File: src/rtl/rr_interval_monitor.sv
// rr_interval_monitor
// Consumes the R-peak detector's 2-bit result stream. It measures R-R intervals in
// samples between accepted peaks, with a refractory window and an asystole timeout.
// Accepted intervals are queued in a small first-word-fall-through FIFO that has a
// valid/ready output.
module rr_interval_monitor #(
   parameter int CNT_W      = 12,
   parameter int REFRACT    = 50,
   parameter int TIMEOUT    = 2000,
   parameter int FIFO_DEPTH = 4
) (
   input  logic             clock_iht,
   input  logic             reset_n,
   input  logic             sample_en,
   input  logic [1:0]       peak_code,
   output logic [CNT_W-1:0] rr_data,
   output logic             rr_valid,
   input  logic             rr_ready,
   output logic             first_seen,
   output logic             asystole,
   output logic [7:0]       drop_cnt
);

   localparam int PTR_W = $clog2(FIFO_DEPTH);

   localparam logic [CNT_W-1:0] CNT_MAX    = '1;
   localparam logic [CNT_W:0]   REFRACT_D  = (CNT_W + 1)'(REFRACT);
   localparam logic [CNT_W:0]   TIMEOUT_D  = (CNT_W + 1)'(TIMEOUT);
   localparam logic [PTR_W:0]   OCC_FULL   = (PTR_W + 1)'(FIFO_DEPTH);
   localparam logic [PTR_W:0]   OCC_ONE    = (PTR_W + 1)'(1);
   localparam logic [PTR_W-1:0] PTR_ONE    = PTR_W'(1);

   typedef enum logic [1:0] {
      WAIT_FIRST = 2'd0,
      MEASURE    = 2'd1,
      ASYSTOLE   = 2'd2
   } state_t;

   // ------------------------------------------------------------------
   // Reset conditioning: assertion takes effect at once; release is aligned to the clock
   // ------------------------------------------------------------------
   logic [1:0] rst_sync_reg;
   logic       rst_int_n;

   // Two-flop release synchronizer. The asynchronous clear passes straight through.
   always_ff @(posedge clock_iht or negedge reset_n) begin
      if (!reset_n) begin
         rst_sync_reg <= 2'b00;
      end else begin
         rst_sync_reg <= {rst_sync_reg[0], 1'b1};
      end
   end

   assign rst_int_n = rst_sync_reg[1];

   // ------------------------------------------------------------------
   // Interval measurement FSM
   // ------------------------------------------------------------------
   state_t           state_reg;
   logic [CNT_W-1:0] cnt_reg;
   logic             first_seen_reg;
   logic             asystole_reg;
   logic             push_reg;
   logic [CNT_W-1:0] push_data_reg;

   logic             is_peak;
   logic [CNT_W:0]   d_ext;
   logic [CNT_W-1:0] d_sat;

   // Compute the distance to the current sample. d_ext keeps the carry, so the
   // threshold compares stay exact. d_sat is the saturated value that is stored.
   always_comb begin
      is_peak = (peak_code == 2'b01);
      d_ext   = {1'b0, cnt_reg} + {{CNT_W{1'b0}}, 1'b1};
      d_sat   = d_ext[CNT_W] ? CNT_MAX : d_ext[CNT_W-1:0];
   end

   // State, counter and sticky flags advance only on sample strobes.
   // An accepted interval is staged in push_reg and enters the FIFO on the next clock.
   always_ff @(posedge clock_iht or negedge rst_int_n) begin
      if (!rst_int_n) begin
         state_reg      <= WAIT_FIRST;
         cnt_reg        <= '0;
         first_seen_reg <= 1'b0;
         asystole_reg   <= 1'b0;
         push_reg       <= 1'b0;
         push_data_reg  <= '0;
      end else begin
         push_reg <= 1'b0;
         if (sample_en) begin
            case (state_reg)
               WAIT_FIRST: begin
                  cnt_reg <= '0;
                  if (is_peak) begin
                     first_seen_reg <= 1'b1;
                     state_reg      <= MEASURE;
                  end
               end
               MEASURE: begin
                  if (is_peak && (d_ext >= REFRACT_D)) begin
                     push_reg      <= 1'b1;
                     push_data_reg <= d_sat;
                     cnt_reg       <= '0;
                  end else if (d_ext >= TIMEOUT_D) begin
                     // A peak inside the refractory window does not count as an accept.
                     state_reg    <= ASYSTOLE;
                     asystole_reg <= 1'b1;
                     cnt_reg      <= d_sat;
                  end else begin
                     cnt_reg <= d_sat;
                  end
               end
               ASYSTOLE: begin
                  if (is_peak) begin
                     // The gap across the asystole is not a valid R-R interval,
                     // so restart the measurement without pushing.
                     cnt_reg      <= '0;
                     asystole_reg <= 1'b0;
                     state_reg    <= MEASURE;
                  end else begin
                     cnt_reg <= d_sat;
                  end
               end
               default: begin
                  state_reg <= WAIT_FIRST;
                  cnt_reg   <= '0;
               end
            endcase
         end
      end
   end

   // ------------------------------------------------------------------
   // Interval FIFO (first word fall through, registered head)
   // ------------------------------------------------------------------
   logic [CNT_W-1:0] mem [FIFO_DEPTH];
   logic [PTR_W-1:0] wr_ptr_reg;
   logic [PTR_W-1:0] rd_ptr_reg;
   logic [PTR_W:0]   occ_reg;
   logic [PTR_W:0]   occ_next;
   logic [CNT_W-1:0] rr_data_reg;
   logic [CNT_W-1:0] rr_data_next;
   logic [7:0]       drop_cnt_reg;

   logic             fifo_empty;
   logic             fifo_full;
   logic             pop;
   logic             wr_en;
   logic             drop;
   logic [PTR_W-1:0] rd_ptr_plus;

   // Handshake decode. With pop on the same edge, a push into a full FIFO is still accepted.
   always_comb begin
      fifo_empty  = (occ_reg == '0);
      fifo_full   = (occ_reg == OCC_FULL);
      pop         = !fifo_empty && rr_ready;
      wr_en       = push_reg && (!fifo_full || pop);
      drop        = push_reg && fifo_full && !pop;
      rd_ptr_plus = rd_ptr_reg + PTR_ONE;
   end

   // Occupancy update. A simultaneous push and pop leaves the occupancy unchanged.
   always_comb begin
      occ_next = occ_reg;
      if (wr_en && !pop) begin
         occ_next = occ_reg + OCC_ONE;
      end else if (!wr_en && pop) begin
         occ_next = occ_reg - OCC_ONE;
      end
   end

   // Next head word. It holds when the FIFO empties, so rr_data keeps the last value.
   always_comb begin
      rr_data_next = rr_data_reg;
      if (fifo_empty) begin
         if (push_reg) begin
            rr_data_next = push_data_reg;
         end
      end else if (pop) begin
         if (occ_reg > OCC_ONE) begin
            rr_data_next = mem[rd_ptr_plus];
         end else if (push_reg) begin
            rr_data_next = push_data_reg;
         end
      end
   end

   // Storage array without reset. A word is only read after it has been written.
   always_ff @(posedge clock_iht) begin
      if (wr_en) begin
         mem[wr_ptr_reg] <= push_data_reg;
      end
   end

   // Pointers, occupancy, head register and the saturating drop counter.
   always_ff @(posedge clock_iht or negedge rst_int_n) begin
      if (!rst_int_n) begin
         wr_ptr_reg   <= '0;
         rd_ptr_reg   <= '0;
         occ_reg      <= '0;
         rr_data_reg  <= '0;
         drop_cnt_reg <= 8'd0;
      end else begin
         if (wr_en) begin
            wr_ptr_reg <= wr_ptr_reg + PTR_ONE;
         end
         if (pop) begin
            rd_ptr_reg <= rd_ptr_plus;
         end
         occ_reg     <= occ_next;
         rr_data_reg <= rr_data_next;
         if (drop && (drop_cnt_reg != 8'hFF)) begin
            drop_cnt_reg <= drop_cnt_reg + 8'd1;
         end
      end
   end

   assign rr_data    = rr_data_reg;
   assign rr_valid   = !fifo_empty;
   assign first_seen = first_seen_reg;
   assign asystole   = asystole_reg;
   assign drop_cnt   = drop_cnt_reg;

endmodule
File: config.mk
export PLATFORM = sky130hd
export DESIGN_NAME = rr_interval_monitor
export DESIGN_NICKNAME = d
export VERILOG_FILES = /design/src/rtl/rr_interval_monitor.sv
export SDC_FILE = /design/constraint.sdc
export NUM_CORES = 1
export LEC_CHECK = 0
export BUFFER_PORTS_ARGS = -buffer_cell sky130_fd_sc_hd__buf_4
export CORE_ASPECT_RATIO = 1.25
export CORE_MARGIN = 2
export CORE_UTILIZATION = 45
export CTS_CLUSTER_DIAMETER = 30
export DETAILED_ROUTE_END_ITERATION = 8
export GPL_ROUTABILITY_DRIVEN = 0
export SYNTH_ARGS = -nofsm -noshare
export SYNTH_HDL_FRONTEND = slang
export SYNTH_SLANG_ARGS = --single-unit
File: constraint.sdc
create_clock -name clock_iht -period 2.5 [get_ports clock_iht]
set_clock_uncertainty 0.15 [all_clocks]
set_input_delay 0.5 -clock clock_iht [delete_from_list [all_inputs] [get_ports clock_iht]]
set_output_delay 0.5 -clock clock_iht [all_outputs]
set_load 0.02 [all_outputs]
==> impl_metrics.py, run 1 <==
metrics = {
    "run_status": {
        "status": "finished, violations left",
        "violations": "setup timing",
    },
    "clock_network": {
        "clockBufferDepth": 2,
        "cts_root_buf": "clkbuf_16",
        "cts.sinks": 106,
        "clk_latency_ps": 340,
        "htreeDepth": 3,
        "cts_tree": "done",
        "clkTransAtPathRegs_ps": 70,
        "cts-buffers-inserted": 9,
    },
    "synth": {
        "syn_nets": 436,
        "netlist_area_um2": 5135,
        "yosys_warnings": 0,
        "synthArstFlopShare_pct": 54.72,
        "synth_top_family_by_area": "simple AND/OR/NAND/NOR gates",
        "seq_area_frac_synth_pct": 56.34,
        "synth.distinct_cells": 63,
        "synth.ff_latch_count": 106,
        "synth_xor_area_share_pct": 2.558,
        "syn_avg_cell_area_um2": 12.37,
        "synth_simple_gate_area_share_pct": 12.79,
        "synth_top_area_share_pct": 28.27,
        "synthCells": 415,
        "muxShareOfSynthArea_pct": 8.017,
        "synthFlopType": "dfrtp_1",
        "synthAdderAreaFrac_pct": 3.655,
        "yosysTopAreaCell": "dfrtp_1",
        "synth_compound_area_share_pct": 12.69,
        "synth_edf_count": 48,
        "synth_area_leaders": "dfrtp_1, edfxtp_1, mux4_2",
    },
    "critical_path": {
        "crit_path_cell_trace": "buf_6 -> ha_4 -> or4b_4 -> o21ai_4 -> o311ai_4 -> nor4_4 -> buf_6 -> a21oi_4 -> buf_6 -> o22ai_2",
        "criticalPathCategory": "flop to flop",
        "cpMaxStageDelayCell": "or4b_4",
        "cp_num_buf_inv": 3,
        "crit_arrival_ps": 2720,
        "path_delay_family": "simple AND/OR/NAND/NOR gates",
        "r2r_start": "cnt_reg[0]$_DFFE_PN0P_",
        "cp_max_fo": 6,
        "r2r-end": "cnt_reg[7]$_DFFE_PN0P_",
        "ff2ff_setup_slack_ps": -110,
        "max_stage_delay_ps": 470,
        "r2r_cells": 10,
        "cp-start-kind": "flop",
        "cpMostUsedCell": "buf_6",
        "cp_data_required_time_ps": 2610,
        "crit_path_end_kind": "flop",
    },
    "die": {
        "die_width_um": 99.55,
        "start_util_pct": 46.11,
        "rows": 43,
        "fp.dieH_um": 123.4,
        "pin_count": 29,
        "die_area_um2": 12290,
        "core_area_um2": 11140,
    },
    "placement": {
        "place.detailed.hpwl_um": 8076,
        "dp.cells": 613,
        "pre_cts_slack_ps": -183.3,
        "io_buffers": 28,
    },
    "power_and_ir_drop": {
        "finalPower_mw": 5.304,
        "leakagePower_nw": 2.559,
        "power_density_nw_per_um2": 834.5,
        "max-vdd-ir-drop_mv": 0.3922,
    },
    "layout": {
        "drive_above_1_share_pct": 31.19,
        "synthToLayoutAreaGrowth_pct": 23.78,
        "nFillCells": 922,
        "largest_reg_flops": 48,
        "diodes": 0,
        "final_util_pct": 57.07,
        "nNetsFinal": 513,
        "regMostFlops": "mem",
        "stdcell_count": 632,
    },
    "flow_run": {
        "maxCapViolCount": 0,
    },
    "sta": {
        "tightest_slew_ps": 677.3,
        "slew_viol_final": 0,
        "max_freq_mhz": 383.1,
        "slew_headroom_pct": 54.85,
        "setup_viol": 22,
        "fin_ws_ps": -110.1,
        "rsz0062_at_grt": "true",
        "min_period_over_period_pct": 104.4,
        "finalHoldViolations": 0,
        "final.min_clock_period_ps": 2610,
    },
    "grt": {
        "grt_first_pass_wirelength_um": 18670,
        "grt_usage_pct": 19.75,
        "grt_pass1_vias": 3673,
        "grt.overflow.total": 0,
        "grt_max_degree": 31,
        "antenna_found_initial": 0,
    },
    "routing": {
        "drt-met1-wl_um": 4675,
        "drc": 0,
        "finalWirelength_um": 11340,
        "first_pass_iters": 5,
        "met3_wirelength_um": 530,
        "met2_length_um": 5944,
        "via_count": 3627,
        "wire_per_inst_um": 17.94,
        "viasPerCell": 5.739,
        "highest_layer": "met4",
        "first_iter_violations": 225,
        "ant_nets": 0,
    },
    "worst_hold_path": {
        "hold_path_class": "flop to asynchronous set/reset pin",
    },
}
-- cells in the mapped netlist (8+ instances only) --
library cell   n
a221oi_1       8
o21ai_0       14
nor3_1        11
mux2_4         8
edfxtp_1      48
ha_1          15
a21oi_1       18
nor2_1        26
o22ai_1       23
mux4_2        12
nand2_1       26
buf_2          9
clkbuf_1       9
xnor2_1       10
dfrtp_1       58
nand3_1        9
nand4_1        8
inv_1         18
-- through the flow --
step	hold slack, ps	instance area, µm²	TNS (ps)
global route	210.2	6356	-3959
floorplan	54.41	5155	-12.63
detailed placement	134.3	5843	-2526
global placement	132.2	5843	-1620
finish	157.2	6356	-1779
CTS	198.0	6236	-974.9
-- what timing repair did --
item	in CTS	in global routing
gates cloned	0	1
hold buffers	1	0
setup endpoints to repair	22	27
setup buffers	1	0
endpoints found under the hold margin	2	0
gates resized for setup	13	23
pin swaps	0	4
-- cell type report --
cell class	instances	area, µm²	share of cell area [%]
Inverter	19	71.32	1.122
Multi-Input combinational cell	267	2205	34.68
Tap cell	135	168.9	2.657
Sequential cell	106	2895	45.55
Clock buffer	9	225.2	3.543
Timing Repair Buffer	89	693.2	10.91
Clock inverter	7	97.59	1.535
-- logic make-up after synthesis --
logic type | count (synthesis)
multiplexers | 22
other | 1
AO/OA/AOI/OAI | 96
buffers and inverters | 42
adder cells (fa/ha/maj) | 15
XOR/XNOR | 15
AND/OR/NAND/NOR | 118
flip-flops | 106
-- worst register-to-register path, stage by stage (launching register included) --
cell and delay [ps]:
dfrtp_1 420, buf_6 150, ha_4 260, or4b_4 470, o21ai_4 160, o311ai_4 120, nor4_4 230, buf_6 190
a21oi_4 70, buf_6 150, o22ai_2 160
-- placed cells by master (no fill, tap or decap), drive strengths merged, types with 7 or more instances in the layout --
cell type | netlist | final
mux4 | 12 | 12
o22ai | 23 | 23
dfrtp | 58 | 58
buf | 14 | 88
nor2 | 27 | 27
edfxtp | 48 | 48
nand3 | 12 | 12
mux2 | 9 | 9
a21oi | 19 | 19
xnor2 | 10 | 10
ha | 15 | 15
inv | 18 | 21
nand4 | 8 | 8
a221oi | 8 | 8
clkbuf | 9 | 9
o21ai | 14 | 14
and3 | 7 | 7
and2 | 8 | 8
nor3 | 11 | 11
nand2 | 26 | 26
-- metal layers --
layer	up-vias	GRT usage, %
met5	-	0
met4	0	7.449
met3	20	3.109
met2	103	34.21
met1	1772	25.07
li1	1732	-
-- report_power, final --
| group | internal [mW] | total [mW] | switching, mW |
|---|---|---|---|
| clock network | 0.886 | 1.54 | 0.651 |
| logic | 0.775 | 1.61 | 0.834 |
| registers | 1.99 | 2.16 | 0.168 |
-- how the worst max path moves through the flow --
stage	endpoint	depth (start not counted)	from
6_report	cnt_reg[7]$_DFFE_PN0P_	10	cnt_reg[0]$_DFFE_PN0P_
5_1_grt	cnt_reg[7]$_DFFE_PN0P_	9	cnt_reg[1]$_DFFE_PN0P_
4_1_cts	cnt_reg[3]$_DFFE_PN0P_	10	cnt_reg[0]$_DFFE_PN0P_
3_5_place_dp	asystole$_DFFE_PN0P_	7	cnt_reg[1]$_DFFE_PN0P_
3_3_place_gp	cnt_reg[5]$_DFFE_PN0P_	9	cnt_reg[1]$_DFFE_PN0P_
2_1_floorplan	asystole$_DFFE_PN0P_	9	cnt_reg[1]$_DFFE_PN0P_
No activity file was read; power rests on OpenSTA's default activity.
==> run 2: changes to the inputs <==
--- a/config.mk
+++ b/config.mk
@@ -6,12 +6,15 @@
 export NUM_CORES = 1
 export LEC_CHECK = 0
 export BUFFER_PORTS_ARGS = -buffer_cell sky130_fd_sc_hd__buf_4
+export CELL_PAD_IN_SITES_DETAIL_PLACEMENT = 1
+export CELL_PAD_IN_SITES_GLOBAL_PLACEMENT = 1
 export CORE_ASPECT_RATIO = 1.25
 export CORE_MARGIN = 2
 export CORE_UTILIZATION = 45
 export CTS_CLUSTER_DIAMETER = 30
 export DETAILED_ROUTE_END_ITERATION = 8
 export GPL_ROUTABILITY_DRIVEN = 0
+export PLACE_DENSITY_LB_ADDON = 0.1
 export SYNTH_ARGS = -nofsm -noshare
 export SYNTH_HDL_FRONTEND = slang
 export SYNTH_SLANG_ARGS = --single-unit
==> run 2 against run 1 <==
  * The run still ends with setup timing left
  * Worst setup slack got worse by 29 ps
  * Sequential power barely moved
  * Sequential cell count did not move
  * First-iteration DRC count fell by 50%
  * Sequential share of layout area fell by 1.0 points
  * Non-clock buffer count rose by 7
  * Power fell by 1.4%
==> impl_metrics.py, run 2 (synthesis gave the netlist of run 1 again) <==
metrics = {
    "run_status": {
        "status": "finished, violations left",
        "violations": "setup timing",
    },
    "critical_path": {
        "path_delay_family": "simple AND/OR/NAND/NOR gates",
        "crit_path_end": "push_data_reg[10]$_DFFE_PN0P_",
        "ff2ff_setup_slack_ps": -140,
        "max_stage_delay_ps": 460,
        "cpMaxStageDelayCell": "or4b_4",
        "cp-startpoint": "cnt_reg[0]$_DFFE_PN0P_",
        "crit_arrival_ps": 2720,
        "crit_path_cell_trace": "buf_6 -> ha_4 -> or4b_4 -> o21ai_4 -> o311ai_4 -> nor4_4 -> buf_6 -> nor2_4 -> mux2_4",
        "cpMostUsedCell": "buf_6",
        "criticalPathCategory": "flop to flop",
        "cp_num_buf_inv": 2,
        "cp_data_required_time_ps": 2580,
        "cp-start-kind": "flop",
        "cp.depth": 9,
        "r2r_start": "cnt_reg[0]$_DFFE_PN0P_",
        "r2r-end": "push_data_reg[10]$_DFFE_PN0P_",
        "cp_max_fo": 5,
        "r2r_cells": 9,
        "crit_path_end_kind": "flop",
    },
    "die": {
        "die_area_um2": 12290,
        "rows": 43,
        "pin_count": 29,
        "start_util_pct": 46.11,
        "core_area_um2": 11140,
        "fp.dieH_um": 123.4,
        "die_width_um": 99.55,
    },
    "grt": {
        "grt.busiest_layer": "met2",
        "use_met1_pct": 25.85,
        "antenna_found_initial": 0,
        "grt_first_pass_wirelength_um": 21300,
        "met3_usage_pct": 3.731,
        "grt_pass1_vias": 4048,
        "met2_usage_pct": 42.48,
        "grt_usage_pct": 22.87,
        "grt.overflow.total": 0,
        "grt_max_degree": 30,
    },
    "routing": {
        "ant_nets": 0,
        "wire_per_inst_um": 20.46,
        "finalWirelength_um": 13090,
        "viasPerCell": 5.794,
        "first_pass_iters": 4,
        "drc": 0,
        "first_iter_violations": 113,
        "via_count": 3708,
    },
    "clock_network": {
        "clockBufferDepth": 2,
        "clk_latency_ps": 350,
        "cts_tree": "done",
        "cts-buffers-inserted": 9,
        "htreeDepth": 3,
        "clkTransAtPathRegs_ps": 70,
        "cts.sinks": 106,
        "cts_root_buf": "clkbuf_16",
    },
    "sta": {
        "finalHoldViolations": 0,
        "finalSetupTns_ps": -2286,
        "setup_viol": 23,
        "slew_viol_final": 0,
        "min_period_over_period_pct": 105.6,
        "rsz0062_at_grt": "true",
        "final.min_clock_period_ps": 2640,
        "slew_headroom_pct": 55.62,
        "fin_ws_ps": -139.6,
        "whs_ps": 153.1,
        "tightest_slew_ps": 665.7,
        "max_freq_mhz": 378.9,
    },
    "power_and_ir_drop": {
        "power_density_nw_per_um2": 804.2,
        "max-vdd-ir-drop_mv": 0.4176,
        "leakagePower_nw": 2.624,
        "finalPower_mw": 5.228,
    },
    "worst_hold_path": {
        "hold_path_class": "flop to asynchronous set/reset pin",
    },
    "layout": {
        "drive_above_1_share_pct": 34.65,
        "largest_reg_flops": 48,
        "synthToLayoutAreaGrowth_pct": 26.61,
        "stdcell_count": 640,
        "diodes": 0,
        "nFillCells": 1157,
        "nNetsFinal": 521,
        "regMostFlops": "mem",
        "final_common_cell": "buf_4",
        "final_cell_mix": "buf_4, dfrtp_1, edfxtp_1, nand2_1, nor2_1",
    },
    "placement": {
        "place.detailed.hpwl_um": 9465,
        "pre_cts_slack_ps": -190.3,
        "dp.cells": 620,
        "io_buffers": 28,
    },
    "flow_run": {
        "maxCapViolCount": 0,
    },
}
run 2: worst min-delay path by stage:
stage	endpoint	start
after global placement	rst_sync_reg[0]$_DFF_PN0_	reset_n
after CTS	drop_cnt[0]$_DFFE_PN0P_	rst_sync_reg[1]$_DFF_PN0_
after global routing	drop_cnt[0]$_DFFE_PN0P_	rst_sync_reg[1]$_DFF_PN0_
after floorplan	rst_sync_reg[0]$_DFF_PN0_	reset_n
after detailed placement	rst_sync_reg[0]$_DFF_PN0_	reset_n
final	drop_cnt[0]$_DFFE_PN0P_	rst_sync_reg[1]$_DFF_PN0_
run 2: cell type report:
class | instances | area (µm²) | area share [%]
inverter | 19 | 71.32 | 1.097
tap | 135 | 168.9 | 2.598
sequential | 106 | 2895 | 44.53
clock buffer | 9 | 225.2 | 3.464
timing repair buffer | 96 | 778.2 | 11.97
multi-input combinational | 268 | 2287 | 35.18
clock inverter | 7 | 75.07 | 1.155
run 2: timing repair:
item	in CTS	in global routing
endpoints found under the setup margin	25	26
resized for setup	29	17
cloned	0	1
hold endpoints to repair	2	0
hold buffers	1	0
pin swaps	7	6
buffers inserted	1	1
run 2: metrics by stage:
stage          util [%]  instance area, µm²
2_1_floorplan         -                5155
3_3_place_gp      53.16                5921
3_5_place_dp      53.16                5921
4_1_cts           57.31                6382
5_1_grt           58.38                6501
6_report          58.38                6501
run 2: where the power goes:
part	total, mW	switching, mW	internal (mW)
Combinational	1.63	0.858	0.774
Sequential	2.16	0.172	1.99
Clock	1.43	0.651	0.782
run 2: routing by layer:
layer	share of wire, %	vias to the layer above	wire length (µm)
met5	0	-	0
met4	3.0	0	388
met3	2.3	27	301
met2	55	57	7255
met1	39	1880	5145
li1	-	1744	-
==> run 3: changes to the inputs <==
==> constraint.sdc (replaced) <==
create_clock -name clock_iht -period 2.4 [get_ports clock_iht]
set_clock_uncertainty 0.15 [all_clocks]
set_input_delay 0.48 -clock clock_iht [delete_from_list [all_inputs] [get_ports clock_iht]]
set_output_delay 0.48 -clock clock_iht [all_outputs]
set_load 0.02 [all_outputs]
==> run 3 against run 2 <==
  * The flow still finishes with violations (setup timing)
  * Clock power rose by 9.8%
  * Combinational power rose by 10%
  * Fmax fell by 2.2%
  * Highest routed layer unchanged
  * Sequential power rose by 4%
  * Global-route usage fell by 0.28 points
  * Critical endpoint is now cnt_reg[9]$_DFFE_PN0P_
  * Die area did not move
  * First-iteration DRC count rose by 27%
==> impl_metrics.py, run 3 (synthesis gave the netlist of run 1 again) <==
metrics = {
    "clock_network": {
        "cts-buffers-inserted": 9,
        "clockBufferDepth": 2,
        "cts_root_buf": "clkbuf_16",
        "htreeDepth": 3,
        "cts_tree": "done",
        "clk_latency_ps": 350,
        "clkTransAtPathRegs_ps": 70,
        "cts.sinks": 106,
    },
    "run_status": {
        "status": "finished, violations left",
        "violations": "setup timing",
    },
    "routing": {
        "viasPerCell": 5.905,
        "ant_nets": 0,
        "first_pass_iters": 5,
        "first_iter_violations": 144,
        "finalWirelength_um": 13390,
        "via_count": 3838,
        "drc": 0,
        "wire_per_inst_um": 20.60,
    },
    "critical_path": {
        "cp_max_fo": 10,
        "max_stage_delay_ps": 470,
        "cp_data_required_time_ps": 2520,
        "criticalPathCategory": "flop to flop",
        "crit_arrival_ps": 2810,
        "crit_path_cell_trace": "buf_6 -> ha_4 -> or4b_4 -> o21ai_4 -> o311ai_4 -> nor4_4 -> buf_4 -> a21oi_4 -> buf_12 -> o22ai_2",
        "r2r_cells": 10,
        "r2r_start": "cnt_reg[0]$_DFFE_PN0P_",
        "cp-start-kind": "flop",
        "path_delay_family": "simple AND/OR/NAND/NOR gates",
        "cpMaxStageDelayCell": "or4b_4",
        "crit_path_end_kind": "flop",
        "cp-startpoint": "cnt_reg[0]$_DFFE_PN0P_",
        "cp.depth": 10,
        "cp_num_buf_inv": 3,
    },
    "die": {
        "fp.dieH_um": 123.4,
        "rows": 43,
        "start_util_pct": 46.11,
        "core_area_um2": 11140,
        "pin_count": 29,
        "die_width_um": 99.55,
        "die_area_um2": 12290,
    },
    "layout": {
        "final_cell_mix": "buf_4, dfrtp_1, edfxtp_1, nand2_1, nor2_1",
        "diodes": 0,
        "synthToLayoutAreaGrowth_pct": 28.80,
        "nNetsFinal": 532,
        "regMostFlops": "mem",
        "final_common_cell": "buf_4",
        "drive_above_1_share_pct": 36.31,
        "largest_reg_flops": 48,
        "stdcell_count": 650,
    },
    "sta": {
        "tightest_slew_ps": 731.7,
        "max_freq_mhz": 370.4,
        "slew_viol_final": 0,
        "rsz0062_at_grt": "true",
        "final.min_clock_period_ps": 2699,
        "fin_ws_ps": -299.5,
        "min_period_over_period_pct": 112.5,
        "slew_headroom_pct": 51.22,
        "whs_ps": 202.6,
        "finalSetupTns_ps": -5975,
        "setup_viol": 27,
        "finalHoldViolations": 0,
    },
    "worst_hold_path": {
        "holdPathStages": 0,
        "hold_path_class": "flop to flop",
        "hold_path.startpoint": "rst_sync_reg[0]$_DFF_PN0_",
    },
    "placement": {
        "io_buffers": 28,
        "pre_cts_slack_ps": -408.0,
        "dp.cells": 621,
        "place.detailed.hpwl_um": 8892,
    },
    "grt": {
        "grt_first_pass_wirelength_um": 21090,
        "grt.overflow.total": 0,
        "antenna_found_initial": 0,
        "grt_usage_pct": 22.59,
        "grt_pass1_vias": 4024,
        "grt_max_degree": 57,
    },
    "power_and_ir_drop": {
        "max-vdd-ir-drop_mv": 0.4650,
        "leakagePower_nw": 2.674,
        "power_density_nw_per_um2": 847.0,
    },
    "flow_run": {
        "maxCapViolCount": 0,
    },
}
[run 3: cell count changes in the layout (fill, tap and decap cells not counted), moves of 2 or more]
cell and change:
buf_4 +12, o21ai_0 -4, o22ai_1 +4, o22ai_2 -4, o21ai_2 +3, a311oi_1 -2
a311oi_2 +2
[run 3: final timing paths]
| check | endpoint | slack [ps] |
|---|---|---|
| worst max-delay path | cnt_reg[9]$_DFFE_PN0P_ | -300 |
| worst min-delay path | rst_sync_reg[1]$_DFF_PN0_ | 200 |
| worst max register to register | cnt_reg[9]$_DFFE_PN0P_ | -300 |
| worst min register to register | rst_sync_reg[1]$_DFF_PN0_ | 200 |
| max in group asynchronous | push_data_reg[1]$_DFFE_PN0P_ | 1350 |
| min in group asynchronous | first_seen$_DFFE_PN0P_ | 260 |
[run 3: worst reg2reg max path, stage by stage (launching register included)]
cell	delay (ps)
dfrtp_1	420
buf_6	150
ha_4	250
or4b_4	470
o21ai_4	160
o311ai_4	130
nor4_4	240
buf_4	220
a21oi_4	70
buf_12	160
o22ai_2	190
[run 3: through the flow]
stage	cell area, µm²	utilization (%)	power [mW]
floorplan	5167	-	3.344
global placement	5928	53.23	3.889
detailed placement	5928	53.23	3.934
CTS	6479	58.17	5.598
global route	6614	59.39	5.903
finish	6614	59.39	5.602
[run 3: where the power goes]
group	switching (mW)	total, mW	internal (mW)
clock	0.655	1.57	0.912
combinational	0.944	1.80	0.852
sequential	0.165	2.24	2.07
[run 3: repair_timing]
action                                  in CTS  in global routing
endpoints found under the hold margin        2                  0
setup buffers                                9                  4
hold buffers                                 1                  0
gates resized for setup                     35                 18
pin swaps                                    3                  5
endpoints found under the setup margin      27                 30
cloned                                       0                  1
[run 3: layer usage]
layer	global-route usage (%)	vias to the layer above	wire (µm)
met5	0	-	0
met4	10.27	0	295
met3	2.544	24	364
met2	40.96	76	7348
met1	26.91	1974	5381
li1	-	1764	-
[run 3: cell type report]
class / instances / area (µm²)
flip-flops and latches: 106 / 2894
repair buffers: 107 / 848.3
well taps: 135 / 168.9
clock buffers: 9 / 225.2
clock inverters: 6 / 90.09
inverters: 19 / 73.82
multi-input cells: 268 / 2313
fillers: 1136 / 4523
